<file path="config.mk">
export PLATFORM = sky130hd
export DESIGN_NAME = tone_sequencer
export DESIGN_NICKNAME = d
export VERILOG_FILES = /design/src/rtl/tone_sequencer_pkg.sv /design/src/rtl/tone_sequencer_note_fifo.sv /design/src/rtl/tone_sequencer.sv
export SDC_FILE = /design/constraint.sdc
export NUM_CORES = 1
export LEC_CHECK = 0
export CORE_ASPECT_RATIO = 0.7
export CORE_UTILIZATION = 55
export CTS_CLUSTER_DIAMETER = 120
export DETAILED_ROUTE_END_ITERATION = 16
export GPL_TIMING_DRIVEN = 0
export PLACE_DENSITY = 0.72
export REMOVE_ABC_BUFFERS = 1
export SYNTH_ARGS = -nofsm -noshare
export SYNTH_HDL_FRONTEND = slang
export SYNTH_HIERARCHICAL = 1
export SYNTH_SLANG_ARGS = --single-unit
</file>
<file path="constraint.sdc">
create_clock -name i_clk -period 4.4 [get_ports i_clk]
set_input_delay 1.1 -clock i_clk [delete_from_list [all_inputs] [get_ports i_clk]]
set_output_delay 1.1 -clock i_clk [all_outputs]
set_load 0.01 [all_outputs]
</file>
<file path="src/rtl/tone_sequencer_pkg.sv">
// Shared types and helpers for the tone sequencer: FSM state encoding,
// default beat prescale and counter-width helper.
package tone_sequencer_pkg;

    typedef enum logic [1:0] {
        ST_IDLE = 2'd0,
        ST_LOAD = 2'd1,
        ST_PLAY = 2'd2,
        ST_GAP  = 2'd3
    } seq_state_t;

    // 1 ms per beat at a 12 MHz system clock
    localparam int unsigned BEAT_DIV_DEFAULT = 12000;

    // Counter width for a modulus of n; never narrower than one bit
    function automatic int unsigned cnt_w(input int unsigned n);
        return (n > 1) ? $clog2(n) : 1;
    endfunction

endpackage

</file>
<file path="src/rtl/tone_sequencer_note_fifo.sv">
// Show-ahead note queue with occupancy count; the ready flag is registered
// alongside the count so the producer sees a clean not-full indication.
module tone_sequencer_note_fifo
    import tone_sequencer_pkg::*;
#(
    parameter  int unsigned WIDTH = 28,
    parameter  int unsigned DEPTH = 4,
    localparam int unsigned CNT_W = $clog2(DEPTH + 1)
) (
    input  logic             i_clk,
    input  logic             i_reset,
    input  logic             i_push,
    input  logic [WIDTH-1:0] i_data,
    input  logic             i_pop,
    output logic [WIDTH-1:0] o_data,
    output logic [CNT_W-1:0] o_count,
    output logic             o_ready
);

    localparam int unsigned    PTR_W    = cnt_w(DEPTH);
    localparam logic [PTR_W-1:0] PTR_LAST = PTR_W'(DEPTH - 1);

    logic [WIDTH-1:0] r_mem [DEPTH];
    logic [PTR_W-1:0] r_wr_ptr;
    logic [PTR_W-1:0] r_rd_ptr;
    logic [CNT_W-1:0] r_count;
    logic             r_ready;
    logic [CNT_W-1:0] w_count_next;
    logic             w_push;
    logic             w_pop;

    function automatic logic [PTR_W-1:0] ptr_inc(input logic [PTR_W-1:0] p);
        return (p == PTR_LAST) ? '0 : p + PTR_W'(1);
    endfunction

    assign w_push = i_push && r_ready;
    assign w_pop  = i_pop && (r_count != '0);

    always_comb begin
        w_count_next = r_count;
        case ({w_push, w_pop})
            2'b10:   w_count_next = r_count + CNT_W'(1);
            2'b01:   w_count_next = r_count - CNT_W'(1);
            default: w_count_next = r_count;
        endcase
    end

    always_ff @(posedge i_clk) begin
        if (w_push) begin
            r_mem[r_wr_ptr] <= i_data;
        end
    end

    always_ff @(posedge i_clk) begin
        if (i_reset) begin
            r_wr_ptr <= '0;
            r_rd_ptr <= '0;
            r_count  <= '0;
            r_ready  <= 1'b1;
        end else begin
            if (w_push) r_wr_ptr <= ptr_inc(r_wr_ptr);
            if (w_pop)  r_rd_ptr <= ptr_inc(r_rd_ptr);
            r_count <= w_count_next;
            r_ready <= (w_count_next != CNT_W'(DEPTH));
        end
    end

    assign o_data  = r_mem[r_rd_ptr];
    assign o_count = r_count;
    assign o_ready = r_ready;

endmodule

</file>
<file path="src/rtl/tone_sequencer.sv">
// Note scheduler: plays queued (period, duration) notes as sine-step strobes,
// with an optional silent gap between notes; the sine block is held in reset when silent.
module tone_sequencer
    import tone_sequencer_pkg::*;
#(
    parameter  int unsigned DIV_W     = 16,
    parameter  int unsigned DUR_W     = 12,
    parameter  int unsigned DEPTH     = 4,
    parameter  int unsigned BEAT_DIV  = BEAT_DIV_DEFAULT,
    parameter  int unsigned GAP_BEATS = 10,
    localparam int unsigned LVL_W     = $clog2(DEPTH + 1)
) (
    input  logic             i_clk,
    input  logic             i_reset,
    input  logic             i_note_valid,
    output logic             o_note_ready,
    input  logic [DIV_W-1:0] i_note_div,
    input  logic [DUR_W-1:0] i_note_dur,
    input  logic             i_start,
    input  logic             i_stop,
    output logic             o_sin_clk,
    output logic             o_sine_reset,
    output logic             o_busy,
    output logic             o_playing,
    output logic             o_underrun,
    output logic [LVL_W-1:0] o_fifo_level
);

    localparam int unsigned      PRE_W    = cnt_w(BEAT_DIV);
    localparam logic [PRE_W-1:0] PRE_LAST = PRE_W'(BEAT_DIV - 1);
    localparam logic [DUR_W-1:0] GAP_LAST = DUR_W'((GAP_BEATS == 0) ? 0 : GAP_BEATS - 1);

    seq_state_t             r_state, w_state_next;
    logic [DIV_W-1:0]       r_div, w_div_next;
    logic [DIV_W-1:0]       r_phase, w_phase_next;
    logic [DUR_W-1:0]       r_dur, w_dur_next;
    logic [DUR_W-1:0]       r_beat, w_beat_next;
    logic [PRE_W-1:0]       r_pre, w_pre_next;
    logic                   r_sin_clk, r_sine_reset, r_busy, r_playing, r_underrun;
    logic                   w_sin_clk_next, w_underrun_next, w_note_done, w_pop;
    logic [DIV_W+DUR_W-1:0] w_head;
    logic [LVL_W-1:0]       w_level;
    logic [DUR_W-1:0]       w_dur_last;
    logic                   w_beat_wrap;

    tone_sequencer_note_fifo #(
        .WIDTH (DIV_W + DUR_W),
        .DEPTH (DEPTH)
    ) u_note_fifo (
        .i_clk   (i_clk),
        .i_reset (i_reset),
        .i_push  (i_note_valid),
        .i_data  ({i_note_div, i_note_dur}),
        .i_pop   (w_pop),
        .o_data  (w_head),
        .o_count (w_level),
        .o_ready (o_note_ready)
    );

    // A zero duration plays for one beat
    assign w_dur_last  = (r_dur == '0) ? '0 : r_dur - DUR_W'(1);
    assign w_beat_wrap = (r_pre == PRE_LAST);

    always_comb begin
        w_state_next    = r_state;
        w_div_next      = r_div;
        w_dur_next      = r_dur;
        w_phase_next    = r_phase;
        w_pre_next      = r_pre;
        w_beat_next     = r_beat;
        w_pop           = 1'b0;
        w_note_done     = 1'b0;
        w_underrun_next = 1'b0;

        case (r_state)
            ST_IDLE: begin
                if (i_start && (w_level != '0)) w_state_next = ST_LOAD;
            end
            ST_LOAD: begin
                w_pop        = 1'b1;
                w_div_next   = w_head[DIV_W+DUR_W-1:DUR_W];
                w_dur_next   = w_head[DUR_W-1:0];
                w_phase_next = '0;
                w_pre_next   = '0;
                w_beat_next  = '0;
                w_state_next = ST_PLAY;
            end
            ST_PLAY: begin
                if (r_div != '0) begin
                    w_phase_next = (r_phase == r_div - DIV_W'(1)) ? '0 : r_phase + DIV_W'(1);
                end
                w_pre_next = w_beat_wrap ? '0 : r_pre + PRE_W'(1);
                if (w_beat_wrap) begin
                    if (r_beat == w_dur_last) begin
                        w_beat_next = '0;
                        if (GAP_BEATS != 0) w_state_next = ST_GAP;
                        else                w_note_done  = 1'b1;
                    end else begin
                        w_beat_next = r_beat + DUR_W'(1);
                    end
                end
            end
            ST_GAP: begin
                w_pre_next = w_beat_wrap ? '0 : r_pre + PRE_W'(1);
                if (w_beat_wrap) begin
                    if (r_beat == GAP_LAST) begin
                        w_beat_next = '0;
                        w_note_done = 1'b1;
                    end else begin
                        w_beat_next = r_beat + DUR_W'(1);
                    end
                end
            end
            default: w_state_next = ST_IDLE;
        endcase

        if (w_note_done) begin
            if (w_level != '0) begin
                w_state_next = ST_LOAD;
            end else begin
                w_state_next    = ST_IDLE;
                w_underrun_next = 1'b1;
            end
        end

        // stop aborts from any state and leaves the queue untouched
        if (i_stop) begin
            w_state_next    = ST_IDLE;
            w_pop           = 1'b0;
            w_underrun_next = 1'b0;
        end

        w_sin_clk_next = (w_state_next == ST_PLAY) && (w_div_next != '0) &&
                         (w_phase_next == w_div_next - DIV_W'(1));
    end

    always_ff @(posedge i_clk) begin
        if (i_reset) begin
            r_state      <= ST_IDLE;
            r_div        <= '0;
            r_dur        <= '0;
            r_phase      <= '0;
            r_pre        <= '0;
            r_beat       <= '0;
            r_sin_clk    <= 1'b0;
            r_sine_reset <= 1'b1;
            r_busy       <= 1'b0;
            r_playing    <= 1'b0;
            r_underrun   <= 1'b0;
        end else begin
            r_state      <= w_state_next;
            r_div        <= w_div_next;
            r_dur        <= w_dur_next;
            r_phase      <= w_phase_next;
            r_pre        <= w_pre_next;
            r_beat       <= w_beat_next;
            r_sin_clk    <= w_sin_clk_next;
            r_sine_reset <= (w_state_next != ST_PLAY);
            r_busy       <= (w_state_next != ST_IDLE);
            r_playing    <= (w_state_next == ST_PLAY);
            r_underrun   <= w_underrun_next;
        end
    end

    assign o_sin_clk    = r_sin_clk;
    assign o_sine_reset = r_sine_reset;
    assign o_busy       = r_busy;
    assign o_playing    = r_playing;
    assign o_underrun   = r_underrun;
    assign o_fifo_level = w_level;

endmodule

</file>
### Word-level counts from Yosys, hierarchy flattened

Memory sizes are Yosys's and may differ from the RTL's. A register that Yosys moved wholly into a read port is not among the register bits.
Cells that the tools add are included.

| storage, ports and cells | value |
|---|---|
| flip-flop bits (word level) | 85 |
| bits in latches | 0 |
| memory bits (writable) | 112 |
| bits in read-only memories | 0 |
| bits of input ports | 33 |
| output and inout bits | 9 |
| memories | 1 |

| cells by class | value |
|---|---|
| add/subtract/negate cells | 10 |
| $mul | 0 |
| div/mod/pow operators | 0 |
| magnitude comparators | 0 |
| eq/ne operators | 17 |
| shifts and indexed selects | 0 |
| muxes and demuxes | 32 |
| bitwise gates (word level) | 1 |
| reductions and logical operators | 16 |

Memory list:

| name | depth | bits a word | rd ports | clocked after memory_dff | write ports | RTL line | text |
|---|---|---|---|---|---|---|---|
| u_note_fifo.r_mem | 4 | 28 | 1 | 1 | 1 | tone_sequencer_note_fifo.sv:23 | `logic [WIDTH-1:0] r_mem [DEPTH];` |

Operator list:

| operator | number |
|---|---|
| 12-bit 2-to-1 mux | 5 |
| 16-bit 2-to-1 mux | 3 |
| 12-bit one-hot mux with 3 select lines | 1 |
| 16-bit equality test | 2 |
| 16-bit one-hot mux with 2 select lines | 1 |
| 16-bit nonzero test | 2 |
| 16-bit by 1-bit subtractor with 16-bit output (second input constant) | 2 |
| 14-bit one-hot mux with 2 select lines | 1 |
| 2-bit 2-to-1 mux | 9 |
| 16-bit by 1-bit adder with 16-bit output (second input constant) | 1 |
| 14-bit by 1-bit adder with 14-bit output (second input constant) | 1 |
| 14-bit equality test (second input constant) | 1 |
| 14-bit 2-to-1 mux | 1 |
| 12-bit by 1-bit adder with 12-bit output (second input constant) | 1 |
| 12-bit equality test | 1 |
| 12-bit by 4-bit equality test with 1-bit output (second input constant) | 1 |
| 2-bit equality test (second input constant) | 6 |
| 12-bit zero test | 1 |
| 12-bit by 1-bit subtractor with 12-bit output (second input constant) | 1 |
| 1-bit 2-to-1 mux | 9 |
| 2-bit != test (second input constant) | 3 |
| 2-bit one-hot mux with 3 select lines | 1 |
| 3-bit one-hot mux with 2 select lines | 1 |
| 3-bit nonzero test | 2 |
| other kinds (12) | 19 |

### Longest topological paths before layout

| depth | value |
|---|---|
| depth in word-level cells | 11 |
| mapped depth | 17 |
| depth with buffers taken out | 13 |

### Cells and area by module

Netlist, hierarchy kept.

Modules (own cells, without submodules):

| module | instances | cells each | area an instance (sq um) |
|---|---|---|---|
| tone_sequencer | 1 | 783 | 5954.5 |
| tone_sequencer_note_fifo | 1 | 198 | 4564.4 |

### Worst setup path after synthesis

Ideal clock, no wire load.

| timing path | value |
|---|---|
| path type | reg2reg |
| start | reg r_state[1] |
| end | reg r_sin_clk (netlist: o_sin_clk) |
| setup time | 0.061 ns |
| arrival | 4.195 ns |
| data required time | 4.339 ns |
| path slack | 0.144 ns |
| cell stages (with the launch flop) | 18 |
| cell sequence | dfxtp_1 -> inv_1 -> ha_1 -> buf_2 -> buf_2 -> buf_2 -> buf_1 -> mux2i_1 -> ha_1 -> o21ai_1 -> nor4b_2 -> xor2_1 -> a21oi_1 -> or4_1 -> a211oi_1 -> nand4_1 -> nor4b_1 -> and4_1 |

| between the ends | value |
|---|---|
| cells in the longest elaborated chain, start to end | 8 |
| elaborated cells between the ends (all ways) | 19 |

RTL lines:

| item | RTL line | text |
|---|---|---|
| start: declaration | tone_sequencer.sv:33 | `seq_state_t r_state, w_state_next;` |
| start signal: assignment | tone_sequencer.sv:151 | `r_state <= w_state_next;` |
| parallel branches: the longest is 7 deep, another holds 16-bit by 1-bit subtractor with 16-bit output | -- |  |
| 1-bit logical AND (*) | tone_sequencer.sv:133 | `w_sin_clk_next = (w_state_next == ST_PLAY) && (w_div_next != '0) &&` |
| end signal: assignment | tone_sequencer.sv:157 | `r_sin_clk <= w_sin_clk_next;` |
| end: declaration | tone_sequencer.sv:39 | `logic r_sin_clk, r_sine_reset, r_busy, r_playing, r_underrun;` |

Every way passes the cells marked *.
A chain may end at the register's enable or synchronous reset.

==> impl_results.html <==
<table>
<tr><th>Metric</th><th>Value</th></tr>
<tr><th colspan="2">Die</th></tr>
<tr><td>Effective utilization at floorplan</td><td>0.573</td></tr>
<tr><td>Rows</td><td>41</td></tr>
<tr><td>Die Y</td><td>118 µm</td></tr>
<tr><td>Die width</td><td>167 µm</td></tr>
<tr><td>Die Outline Area</td><td>19700 µm²</td></tr>
<tr><td>Number of top-level pins</td><td>42</td></tr>
<tr><td>Placeable core region</td><td>18400 µm²</td></tr>
<tr><th colspan="2">Timing</th></tr>
<tr><td>Max-slew violation count</td><td>0</td></tr>
<tr><td>Tightest Pin Transition</td><td>1.02 ns</td></tr>
<tr><td>Fin Setup TNS</td><td>0 ns</td></tr>
<tr><td>Worst slew margin relative to its limit</td><td>0.303</td></tr>
<tr><td>Final hold vios</td><td>0</td></tr>
<tr><td>Worst Clk Skew</td><td>0.0103 ns</td></tr>
<tr><td>Final period utilization</td><td>0.973</td></tr>
<tr><td>Final setup vio count</td><td>0</td></tr>
<tr><td>Unrepaired setup endpoints after global routing</td><td>no</td></tr>
<tr><td>Time the final worst path needs with I/O delays and setup</td><td>4.28 ns</td></tr>
<tr><td>Highest clock frequency the design can meet</td><td>0.234 GHz</td></tr>
<tr><th colspan="2">Status</th></tr>
<tr><td>Outcome</td><td>completed</td></tr>
<tr><th colspan="2">Flow run</th></tr>
<tr><td>Max-cap violations</td><td>0</td></tr>
<tr><th colspan="2">Worst setup path</th></tr>
<tr><td>Critical path's top delay family</td><td>simple AND/OR/NAND/NOR gates</td></tr>
<tr><td>Buffering stage count on the worst path with inverters included</td><td>1</td></tr>
<tr><td>Setup crit end kind</td><td>register</td></tr>
<tr><td>Req. time, crit path</td><td>4.78 ns</td></tr>
<tr><td>Sort of element at the start of the critical path</td><td>register</td></tr>
<tr><td>Slowest cell on crit path</td><td>sky130_fd_sc_hd__mux4_2</td></tr>
<tr><td>Data arrival, critical path</td><td>4.66 ns</td></tr>
<tr><td>Critical path's largest stage delay</td><td>0.58 ns</td></tr>
<tr><td>Type of the setup path with the least slack</td><td>reg2reg</td></tr>
<tr><td>Largest fanout on the critical path</td><td>16</td></tr>
<tr><td>Cells traversed along the worst timing path</td><td>buf_12 &gt; mux4_2 &gt; or4b_1 &gt; o32a_1 &gt; nor3_2 &gt; xor2_2 &gt; a21oi_1 &gt; or4_1 &gt; a211oi_2 &gt; nand4_1 &gt; nor4b_1 &gt; and4_1</td></tr>
<tr><th colspan="2">Synthesis</th></tr>
<tr><td>Adder and majority cell fraction of the synthesized area</td><td>0.0245</td></tr>
<tr><td>Synthesized area per cell</td><td>10.7 µm²</td></tr>
<tr><td>Post-synthesis instance area</td><td>10500 µm²</td></tr>
<tr><td>Post-Synth XOR/XNOR Area</td><td>0.0608</td></tr>
<tr><td>Flip-flop cell with the highest count after synthesis</td><td>sky130_fd_sc_hd__edfxtp_1</td></tr>
<tr><td>Dominant combinational cell family by area after synthesis</td><td>simple AND/OR/NAND/NOR gates</td></tr>
<tr><td>Share of the yosys chip area belonging to registers</td><td>0.485</td></tr>
<tr><td>Compound-gate portion of the synthesized area</td><td>0.101</td></tr>
<tr><td>Ys Warns</td><td>6</td></tr>
<tr><td>Mux cell area share after synthesis</td><td>0.109</td></tr>
<tr><td>Number of synthesized flops with an enable pin</td><td>112</td></tr>
<tr><td>Synth Instances</td><td>981</td></tr>
<tr><td>Share of synthesized cell area in and, or, nand and nor gates</td><td>0.178</td></tr>
<tr><td>Post-synthesis register bit count</td><td>199</td></tr>
<tr><td>Share of synthesized registers carrying an async set or reset</td><td>0</td></tr>
<tr><td>Post-synthesis cell type count</td><td>81</td></tr>
<tr><th colspan="2">Min path</th></tr>
<tr><td>Min-Delay Startpoint</td><td>u_note_fifo/r_rd_ptr[0]</td></tr>
<tr><td>Worst min-delay path category</td><td>reg2reg</td></tr>
<tr><th colspan="2">Clock network</th></tr>
<tr><td>CTS tree</td><td>built</td></tr>
<tr><td>Clock buffer depth</td><td>2</td></tr>
<tr><td>Clk pin slew, worst setup/hold paths</td><td>0.07 ns</td></tr>
<tr><td>Number of buffers inserted for hold repair after clock tree synthesis</td><td>0</td></tr>
<tr><td>Num CTS Buffers</td><td>17</td></tr>
<tr><td>Count of H-tree levels built during CTS</td><td>4</td></tr>
<tr><td>Root buffer selected by CTS</td><td>sky130_fd_sc_hd__clkbuf_16</td></tr>
<tr><td>CTS sink count</td><td>199</td></tr>
<tr><td>Clock latency at the later pin of the worst-skew pair</td><td>0.44 ns</td></tr>
<tr><th colspan="2">Routing</th></tr>
<tr><td>Sum of routed wire length over all layers</td><td>24.8 mm</td></tr>
<tr><td>Residual DRC</td><td>0</td></tr>
<tr><td>Routed length per placed instance</td><td>19.9 µm</td></tr>
<tr><td>DRC violation total after the first TritonRoute iteration</td><td>953</td></tr>
<tr><td>TritonRoute pass-1 iters</td><td>6</td></tr>
<tr><td>Final antenna-violating net count</td><td>0</td></tr>
<tr><td>Ratio of routed vias to standard cells</td><td>6.25</td></tr>
<tr><td>Total via count in the routed design</td><td>7798</td></tr>
<tr><th colspan="2">GRT</th></tr>
<tr><td>Overall fraction of global-route tracks in use</td><td>0.264</td></tr>
<tr><td>Global-route wire length before repair</td><td>40.3 mm</td></tr>
<tr><td>Maximum number of pins on one net before global-route repair</td><td>41</td></tr>
<tr><td>Via count of the first global-routing pass</td><td>7274</td></tr>
<tr><td>Grt total ovfl</td><td>0</td></tr>
<tr><td>Initial antenna violation count</td><td>0</td></tr>
<tr><th colspan="2">Layout</th></tr>
<tr><td>Share of cells above drive strength 1</td><td>0.128</td></tr>
<tr><td>Final non-filler cell area</td><td>11900 µm²</td></tr>
<tr><td>Count of filler cells inserted in the layout</td><td>1447</td></tr>
<tr><td>Number of nets in the layout</td><td>1051</td></tr>
<tr><td>Number of diodes</td><td>0</td></tr>
<tr><td>Synth-to-layout area growth</td><td>12.7%</td></tr>
<tr><th colspan="2">Placement</th></tr>
<tr><td>Area post-placement</td><td>11000 µm²</td></tr>
<tr><td>Routability cong.</td><td>0.978</td></tr>
<tr><td>Count of input and output buffers</td><td>41</td></tr>
<tr><td>Dpl hpwl</td><td>16.8 mm</td></tr>
<tr><th colspan="2">Pwr</th></tr>
<tr><td>Static power due to leakage</td><td>0.00403 µW</td></tr>
<tr><td>Power per Cell Area</td><td>338 nW/µm²</td></tr>
<tr><td>Peak VDD IR</td><td>0.303 mV</td></tr>
</table>
-- layer usage --
| metal | part of all wire | wire (µm) | global-route usage | up-vias |
|---|---|---|---|---|
| li1 | - | - | - | 3682 |
| met1 | 0.48 | 11800 | 0.402 | 3747 |
| met2 | 0.42 | 10300 | 0.364 | 339 |
| met3 | 0.096 | 2380 | 0.0790 | 30 |
| met4 | 0.012 | 302 | 0.0677 | 0 |
| met5 | 0 | 0 | 0 | - |
-- flip-flops by register name (all words and copies together) (netlist names), 2 cells and up, named ones only --
signal	count
u_note_fifo/r_mem	112
r_div	16
r_phase	16
r_pre	14
r_beat	12
r_dur	12
u_note_fifo/o_count	3
r_state	2
u_note_fifo/r_rd_ptr	2
u_note_fifo/r_wr_ptr	2
-- cells by family (layout without fill, tap and decap cells) --
| group | count (synthesis) | in the layout |
|---|---|---|
| flip-flops | 199 | 199 |
| multiplexers | 78 | 78 |
| buffers and inverters | 96 | 126 |
| AO/OA/AOI/OAI | 157 | 157 |
| AND/OR/NAND/NOR | 358 | 358 |
| adder cells (fa/ha/maj) | 20 | 20 |
| XOR/XNOR | 73 | 73 |
-- worst register-to-register path, cell delays in order (launching register included) --
cell,delay (ns)
sky130_fd_sc_hd__dfxtp_4,0.37
sky130_fd_sc_hd__buf_12,0.18
sky130_fd_sc_hd__mux4_2,0.59
sky130_fd_sc_hd__or4b_1,0.57
sky130_fd_sc_hd__o32a_1,0.30
sky130_fd_sc_hd__nor3_2,0.22
sky130_fd_sc_hd__xor2_2,0.35
sky130_fd_sc_hd__a21oi_1,0.16
sky130_fd_sc_hd__or4_1,0.45
sky130_fd_sc_hd__a211oi_2,0.23
sky130_fd_sc_hd__nand4_1,0.11
sky130_fd_sc_hd__nor4b_1,0.42
sky130_fd_sc_hd__and4_1,0.27
-- what timing repair did --
item | CTS | global route
resized for setup | 21 | 6
setup endpoints to repair | 1 | 1
pin swaps | 3 | 2
buffers inserted | 8 | 6
cloned | 0 | 0
-- power breakdown --
part           internal, µW  total (µW)  switching, µW  leakage (µW)
clock                   841        1550            705      0.000279
combinational           171         416            245       0.00201
sequential             2020        2040           22.8       0.00173
total                  3030        4000            972       0.00403
-- cell usage in the layout (no fill, tap or decap), types with 5 or more instances in the layout --
cell type,n
sky130_fd_sc_hd__xnor2_1,27
sky130_fd_sc_hd__inv_1,36
sky130_fd_sc_hd__or3_1,14
sky130_fd_sc_hd__nand3_1,30
sky130_fd_sc_hd__xor2_1,42
sky130_fd_sc_hd__mux4_2,26
sky130_fd_sc_hd__and3_1,12
sky130_fd_sc_hd__nand4_1,11
sky130_fd_sc_hd__nor2b_1,13
sky130_fd_sc_hd__edfxtp_1,112
sky130_fd_sc_hd__a22oi_1,7
sky130_fd_sc_hd__clkdlybuf4s50_1,40
sky130_fd_sc_hd__dfxtp_1,85
sky130_fd_sc_hd__nor2_1,111
sky130_fd_sc_hd__a31oi_1,11
sky130_fd_sc_hd__mux2i_1,39
sky130_fd_sc_hd__nand3b_1,7
sky130_fd_sc_hd__or4_1,6
sky130_fd_sc_hd__mux2_2,7
sky130_fd_sc_hd__o22ai_1,6
sky130_fd_sc_hd__nand2_1,63
sky130_fd_sc_hd__ha_1,16
sky130_fd_sc_hd__a21oi_1,43
sky130_fd_sc_hd__buf_4,13
sky130_fd_sc_hd__o21ai_0,29
sky130_fd_sc_hd__nand4b_1,6
sky130_fd_sc_hd__o211ai_1,5
sky130_fd_sc_hd__nor3_1,29
sky130_fd_sc_hd__clkbuf_16,17
sky130_fd_sc_hd__nor4_1,14
-- final timing paths --
path	endpoint	cells after the start	slack (ns)
max	o_sin_clk	12	0.12
min	register	2	0.49
max reg2reg	o_sin_clk	12	0.12
min reg2reg	register	2	0.49
-- cells in the mapped netlist, drive strengths merged (4+ instances only) --
master,n,area share
inv,36,0.013
nor4,19,0.014
xnor2,28,0.023
or3,14,0.0083
a221oi,4,0.0033
o32ai,4,0.0033
nand4b,7,0.0064
nor2b,13,0.0077
a211oi,5,0.0036
o22ai,6,0.0036
xor2,45,0.037
nor3b,4,0.0029
mux2,8,0.0086
or4,7,0.0054
a32oi,4,0.0033
edfxtp,112,0.32
a22oi,7,0.0050
o211ai,5,0.0036
and3,17,0.011
nor4b,8,0.0079
nor3,32,0.016
mux2i,42,0.040
a21oi,43,0.020
dfxtp,87,0.17
mux4,28,0.061
nand3,30,0.014
nand2,63,0.022
and4,4,0.0033
nor2,113,0.041
nand3b,7,0.0050
a31oi,11,0.0065
buf,26,0.017
clkbuf,34,0.012
o31ai,5,0.0058
ha,19,0.023
nand4,11,0.0065
o21ai,33,0.016
-- layout make-up --
type,count,area [µm²],share of cell area
clock buffers,18,429,0.0362
clock inverters,14,154,0.0130
inverters,36,135,0.0114
multi-input cells,686,5130,0.433
flip-flops and latches,199,5110,0.431
well taps,236,295,0.0249
repair buffers,58,591,0.0498
-- metrics by stage --
step / hold slack, ns / power (µW) / utilization / std cells / setup slack [ns]
2_1_floorplan: 0.452 / 2310 / - / 921 / -0.249
3_3_place_gp: 0.471 / 2450 / 0.595 / 1198 / -1.94
3_5_place_dp: 0.486 / 2460 / 0.599 / 1201 / -0.928
4_1_cts: 0.496 / 4000 / 0.641 / 1241 / 0.0307
5_1_grt: 0.516 / 4150 / 0.645 / 1247 / 0.00248
6_report: 0.488 / 4000 / 0.645 / 1247 / 0.118
No activity file was read; power rests on OpenSTA's default activity.
